===== config.mk =====
export PLATFORM = sky130hd
export DESIGN_NAME = vpu_mem_arbiter
export DESIGN_NICKNAME = d
export VERILOG_FILES = /design/src/rtl/vpu_mem_arbiter.sv
export SDC_FILE = /design/constraint.sdc
export NUM_CORES = 1
export LEC_CHECK = 0
export CAP_MARGIN = 5
export CELL_PAD_IN_SITES_DETAIL_PLACEMENT = 1
export CELL_PAD_IN_SITES_GLOBAL_PLACEMENT = 2
export CORE_MARGIN = 2
export CORE_UTILIZATION = 10
export CTS_CLUSTER_SIZE = 30
export DETAILED_ROUTE_END_ITERATION = 10
export HOLD_SLACK_MARGIN = 0.12
export PLACE_DENSITY = 0.83
export SYNTH_ARGS = -nofsm -noshare
export SYNTH_HDL_FRONTEND = slang
export SYNTH_SLANG_ARGS = --single-unit

===== constraint.sdc =====
create_clock -name clk -period 1.9 [get_ports clk]
set_input_delay 0.57 -clock clk [delete_from_list [all_inputs] [get_ports clk]]
set_output_delay 0.57 -clock clk [all_outputs]
set_load 0.1 [all_outputs]

===== src/rtl/vpu_mem_arbiter.sv =====
// Round-robin arbiter sharing one memory port between the A-tile loader,
// the W-tile loader and the result store. Each grant owns the port for a
// fixed burst of BURST_LEN consecutive addresses; one IDLE cycle always
// separates bursts.
module vpu_mem_arbiter #(
  parameter int ADDR_WIDTH = 8,
  parameter int BUS_WIDTH  = 64,
  parameter int BURST_LEN  = 4
) (
  input  logic                  clk,
  input  logic                  reset,
  input  logic                  req_a,
  input  logic                  req_w,
  input  logic                  req_r,
  input  logic [ADDR_WIDTH-1:0] addr_a,
  input  logic [ADDR_WIDTH-1:0] addr_w,
  input  logic [ADDR_WIDTH-1:0] addr_res,
  input  logic [BUS_WIDTH-1:0]  wdata_res,
  input  logic [BUS_WIDTH-1:0]  mem_rdata,
  output logic                  gnt_a,
  output logic                  gnt_w,
  output logic                  gnt_r,
  output logic                  mem_en,
  output logic                  mem_we,
  output logic [ADDR_WIDTH-1:0] mem_addr,
  output logic [BUS_WIDTH-1:0]  mem_wdata,
  output logic                  beat_ack,
  output logic [BUS_WIDTH-1:0]  rdata,
  output logic                  rvalid_a,
  output logic                  rvalid_w,
  output logic                  done,
  output logic                  busy
);

  localparam int            CW   = (BURST_LEN > 1) ? $clog2(BURST_LEN) : 1;
  localparam logic [CW-1:0] LAST = CW'(BURST_LEN - 1);

  typedef enum logic {IDLE, BURST} state_e;

  state_e                state_q;
  logic [1:0]            ptr_q, ptr_d;     // 0 = A, 1 = W, 2 = R
  logic [CW-1:0]         beat_q;
  logic [ADDR_WIDTH-1:0] base_q, base_d;
  logic                  gnt_a_q, gnt_w_q, gnt_r_q, busy_q;
  logic                  rvalid_a_q, rvalid_w_q;
  logic                  win_a, win_w, win_r;
  logic                  last_beat;

  // Pick the first requester at or after the pointer; the pointer then
  // moves past the winner so nobody holds a fixed priority.
  always_comb begin
    win_a = 1'b0;
    win_w = 1'b0;
    win_r = 1'b0;
    case (ptr_q)
      2'd1: begin
        if (req_w)      win_w = 1'b1;
        else if (req_r) win_r = 1'b1;
        else if (req_a) win_a = 1'b1;
      end
      2'd2: begin
        if (req_r)      win_r = 1'b1;
        else if (req_a) win_a = 1'b1;
        else if (req_w) win_w = 1'b1;
      end
      default: begin
        if (req_a)      win_a = 1'b1;
        else if (req_w) win_w = 1'b1;
        else if (req_r) win_r = 1'b1;
      end
    endcase
    ptr_d = ptr_q;
    if (win_a)      ptr_d = 2'd1;
    else if (win_w) ptr_d = 2'd2;
    else if (win_r) ptr_d = 2'd0;
    base_d = win_a ? addr_a : (win_w ? addr_w : addr_res);
  end

  // Burst FSM: arbitrate only in IDLE, then run exactly BURST_LEN beats
  // regardless of what the requesters or base addresses do meanwhile.
  always_ff @(posedge clk or negedge reset) begin
    if (!reset) begin
      state_q <= IDLE;
      ptr_q   <= 2'd0;
      beat_q  <= '0;
      base_q  <= '0;
      gnt_a_q <= 1'b0;
      gnt_w_q <= 1'b0;
      gnt_r_q <= 1'b0;
      busy_q  <= 1'b0;
    end else begin
      case (state_q)
        IDLE: begin
          if (req_a | req_w | req_r) begin
            state_q <= BURST;
            ptr_q   <= ptr_d;
            beat_q  <= '0;
            base_q  <= base_d;
            gnt_a_q <= win_a;
            gnt_w_q <= win_w;
            gnt_r_q <= win_r;
            busy_q  <= 1'b1;
          end
        end
        default: begin
          if (last_beat) begin
            state_q <= IDLE;
            beat_q  <= '0;
            gnt_a_q <= 1'b0;
            gnt_w_q <= 1'b0;
            gnt_r_q <= 1'b0;
            busy_q  <= 1'b0;
          end else begin
            beat_q <= beat_q + CW'(1);
          end
        end
      endcase
    end
  end

  // Read-valid follows a read access by one cycle, matching memory latency;
  // reset clears it so an aborted read never reports data.
  always_ff @(posedge clk or negedge reset) begin
    if (!reset) begin
      rvalid_a_q <= 1'b0;
      rvalid_w_q <= 1'b0;
    end else begin
      rvalid_a_q <= mem_en & ~mem_we & gnt_a_q;
      rvalid_w_q <= mem_en & ~mem_we & gnt_w_q;
    end
  end

  // Port outputs decode from registered state only; everything is zero
  // outside a burst.
  assign last_beat = (beat_q == LAST);
  assign gnt_a     = gnt_a_q;
  assign gnt_w     = gnt_w_q;
  assign gnt_r     = gnt_r_q;
  assign busy      = busy_q;
  assign mem_en    = busy_q;
  assign mem_we    = busy_q & gnt_r_q;
  assign beat_ack  = busy_q & gnt_r_q;
  assign done      = busy_q & last_beat;
  assign mem_addr  = busy_q ? (base_q + ADDR_WIDTH'(beat_q)) : '0;
  assign mem_wdata = (busy_q & gnt_r_q) ? wdata_res : '0;
  assign rdata     = mem_rdata;
  assign rvalid_a  = rvalid_a_q;
  assign rvalid_w  = rvalid_w_q;

endmodule

==> flow_summary.rst, run 1 <==
.. list-table::
   :header-rows: 1

   * - Metric
     - Value
   * - Count of unique library cells instantiated by Yosys
     - 38
   * - Fill cell instance count of the final layout
     - 2,307
   * - Worst Clk Skew
     - 0.002298 ns
   * - TritonCTS sink count
     - 19
   * - MaxCap Viol Count
     - 0
   * - Highest ir drop seen on vdd
     - 0.4947 mV
   * - Total area of multi-input combinational cells
     - ~1600 sq um
   * - Detailed-route wire length
     - 11,180 um
   * - Final estimated routing congestion in global placement
     - 0.7217
   * - Power per standard cell area
     - ~1700 nW/um^2
   * - Final Cycle Share
     - 123.2%
   * - Ys async rst share
     - 100.0%
   * - Count of buffers inserted at the top-level ports
     - 174
   * - Total number of nets in the final design
     - 587
   * - Critical Path Start Type
     - flip-flop
   * - Data arrival time at the worst-slack endpoint
     - between 1.5 and 2 ns
   * - CTS H-tree depth
     - 1
   * - Final Slew Violations
     - 0
   * - Remaining routing DRC violations
     - 0
   * - Routed vias
     - 2,569
   * - Number of antenna violations at the first check in global routing
     - 0
   * - Final hold slack
     - approximately 0.60 ns
   * - Share of post-route cells with drive strength above 1
     - 57.21%
   * - Clock slew at reported path FFs
     - 0.06 ns
   * - Setup Total Neg Slack
     - -8.277 ns
   * - Kind of capture point of the worst setup path
     - primary output
   * - Placed cell areas
     - just over 5000 sq um
   * - Remaining Overflow, GRT
     - 0
   * - Horizontal die dimension
     - 151.1 um
   * - CP Cell Sequence
     - ha_2, fa_2, nand3_2, xor2_2, nor2_4, buf_12
   * - Worst slew margin relative to its limit
     - 73.50%
   * - Final hold vios
     - 0
   * - Fraction of the yosys area taken by sequential cells
     - 21.98%
   * - Most common flop cell mapped by yosys
     - dfrtp_1
   * - Busiest layer in global routing
     - met2
   * - Type of the worst setup path
     - flip-flop to primary output
   * - Clock Root Buffer
     - clkbuf_16
   * - Total routing resource utilization after global routing
     - under 10%
   * - Post-layout instance area
     - 5869 sq um
   * - Initial cell density of the core
     - about a tenth
   * - Most frequent standard cell in the layout excluding fill and tap cells
     - buf_12
   * - Slew of the pin with the lowest slew margin
     - between 0.3 and 0.4 ns
   * - Mapped Area
     - 2163 sq um
   * - Total half-perimeter wirelength after legalization and detailed placement
     - 8154 um
   * - # diodes
     - 0
   * - Largest fanout on the critical path
     - 3
   * - Static Leakage
     - around 2.5 nW
   * - Worst hold-check path type
     - flip-flop to flip-flop
   * - Die Ht
     - between 150 and 200 um
   * - F_max
     - 0.4271 GHz
   * - Gate count after technology mapping
     - 272
   * - Met3 Resource Use GR
     - 2.620%
   * - Via count of the first global-routing pass
     - about 2,600
   * - Number of hold buffers added after cts
     - 0
   * - Mean instance size in the synthesized netlist
     - slightly below 8 sq um
   * - Met1 track demand over resource in global routing
     - 9.336%
   * - GR met2 Demand/Resource
     - 16.27%
   * - Final setup violation count
     - 78
   * - Power, Total
     - approximately 0.01 W
   * - Delay of the slowest cell on the worst path
     - 0.39 ns
   * - Clock Latency Late Sink
     - 0.25 ns
   * - Standard-cell rows
     - 53
   * - Top library cells by usage in the layout, fill and taps aside
     - buf_12, and3_4, clkdlybuf4s50_1, dlygate4sd2_1, buf_4
   * - Starting DRT DRC Count
     - 63
   * - Count of synthesis-stage warnings from yosys
     - 0
   * - Violated checks
     - negative setup slack
   * - Remaining antenna violation count after routing
     - 0
   * - TritonCTS clock tree
     - yes
   * - Buffer levels on the longest clock path
     - 2
   * - Final Critical Period
     - about 2.3 ns
   * - First-pass GRT wire length
     - 15,060 um
   * - Die Area
     - 22,830 sq um
   * - Crit path required time
     - about 1.3 ns
   * - Slowest CP cell
     - dfrtp_1
   * - WL/cell
     - 16.01 um
   * - R2R Setup Slk
     - about 0.10 ns
   * - Seq cells post-synth
     - 19
   * - Final Worst Setup Slack
     - -0.4415 ns
   * - Post-Syn Nets
     - 435
   * - Number of vias per cell
     - 3.681
   * - Layout overhead on the synthesized area
     - 171.3%
   * - Number of ports placed on the die boundary
     - between 300 and 400
   * - Unrepaired setup endpoints after global routing
     - true
   * - Run status
     - finished with violations
   * - Maximum number of pins on one net before global-route repair
     - 28
   * - Count of flip-flops with a built-in enable after synthesis
     - 0
   * - Core area
     - ~21,000 sq um
   * - Register area
     - 483.0 sq um
   * - Iteration count of the initial detailed-routing pass
     - 4
   * - Cts bufs inserted
     - 3
[cell usage after synthesis (2+ instances only)]
master,instances,area [sq um]
a21oi_1,6,30.03
and2_1,4,25.02
and3_1,65,406.6
buf_2,2,10.01
buf_4,66,495.5
clkbuf_1,16,60.06
dfrtp_1,19,475.5
ha_1,5,62.56
inv_1,2,7.510
mux2i_1,8,80.08
nand2_1,14,52.55
nand2b_1,4,25.02
nand3_1,10,50.05
nand4b_1,2,17.52
nor2_1,6,22.52
nor2_2,2,12.51
nor2b_1,5,31.28
nor3b_1,3,22.52
o211ai_1,7,52.55
o21ai_0,3,15.01
o21bai_1,2,15.01
xnor2_1,2,17.52
xor2_1,4,35.03
[stage by stage]
step | cells | setup slack [ns] | util (%)
floorplan | 272 | -0.2951 | -
global placement | 663 | -0.1842 | 24.35
detailed placement | 663 | -0.2603 | 24.35
CTS | 682 | -0.4402 | 25.98
global route | 698 | -0.4825 | 27.75
finish | 698 | -0.4415 | 27.75
[logic make-up after synthesis]
logic type,share of synthesized area [%]
compound gates,8.560
buf+inv,27.18
fa+ha+maj,3.817
simple gates,31.81
mux,4.222
xor+xnor,2.429
flops,21.98
[sequential cells by signal, indices dropped and copies added (netlist names)]
register and cells:
busy 1, state_q 1, gnt_w 1, ptr_q 2, base_q 8, beat_q 2, rvalid_a 1, rvalid_w 1
gnt_a 1, gnt_r 1
[power breakdown]
part / switching (W) / internal [W] / total [W]
sequential: 0.000261 / 0.000606 / 0.000868
combinational: 0.00496 / 0.00392 / 0.00888
clock: 0.000152 / 0.000286 / 0.000438
[cell type report]
type | instances | area share (%)
inverter | 3 | 0.2132
clock buffer | 4 | 1.343
sequential | 19 | 8.229
timing repair buffer | 232 | 57.37
multi-input combinational | 165 | 26.99
tap | 275 | 5.862
[metal layers]
layer / part of all wire, % / routed length, um
met5: 0 / 0
met4: 0.95 / 106
met3: 8.8 / 979
met2: 51 / 5740
met1: 39 / 4349
[worst max-delay path, delay by kind of cell, from the launching register on]
kind	cells	cell delay, ns
fa+ha+maj	2	0.59
flops	1	0.39
xor+xnor	1	0.20
simple gates	2	0.18
buf+inv	1	0.17
[final timing paths]
path / startpoint / depth (start not counted) / to
setup / recovery: beat_q[0] / 6 / mem_addr[6]
hold / removal: gnt_a / 2 / gnt_a
setup reg to reg: ptr_q[0] / 7 / base_q[2]
hold reg to reg: gnt_a / 2 / gnt_a
max in group asynchronous: reset / 2 / gnt_r
min in group asynchronous: reset / 2 / base_q[3]
[timing repair]
item                                    CTS  global route
pin swaps                                13            53
resized for setup                        48            36
buffers inserted                         11            10
endpoints found under the setup margin   76            87
gates cloned                              4             8
(Power assumes the default switching activity.)
==> run 2: changes to the inputs <==
--- a/config.mk
+++ b/config.mk
@@ -14,6 +14,7 @@
 export DETAILED_ROUTE_END_ITERATION = 10
 export HOLD_SLACK_MARGIN = 0.12
 export PLACE_DENSITY = 0.83
+export SLEW_MARGIN = 20
 export SYNTH_ARGS = -nofsm -noshare
 export SYNTH_HDL_FRONTEND = slang
 export SYNTH_SLANG_ARGS = --single-unit
==> results of run 2 <==
The final DEF is identical to that of run 1; final timing and power are the same.
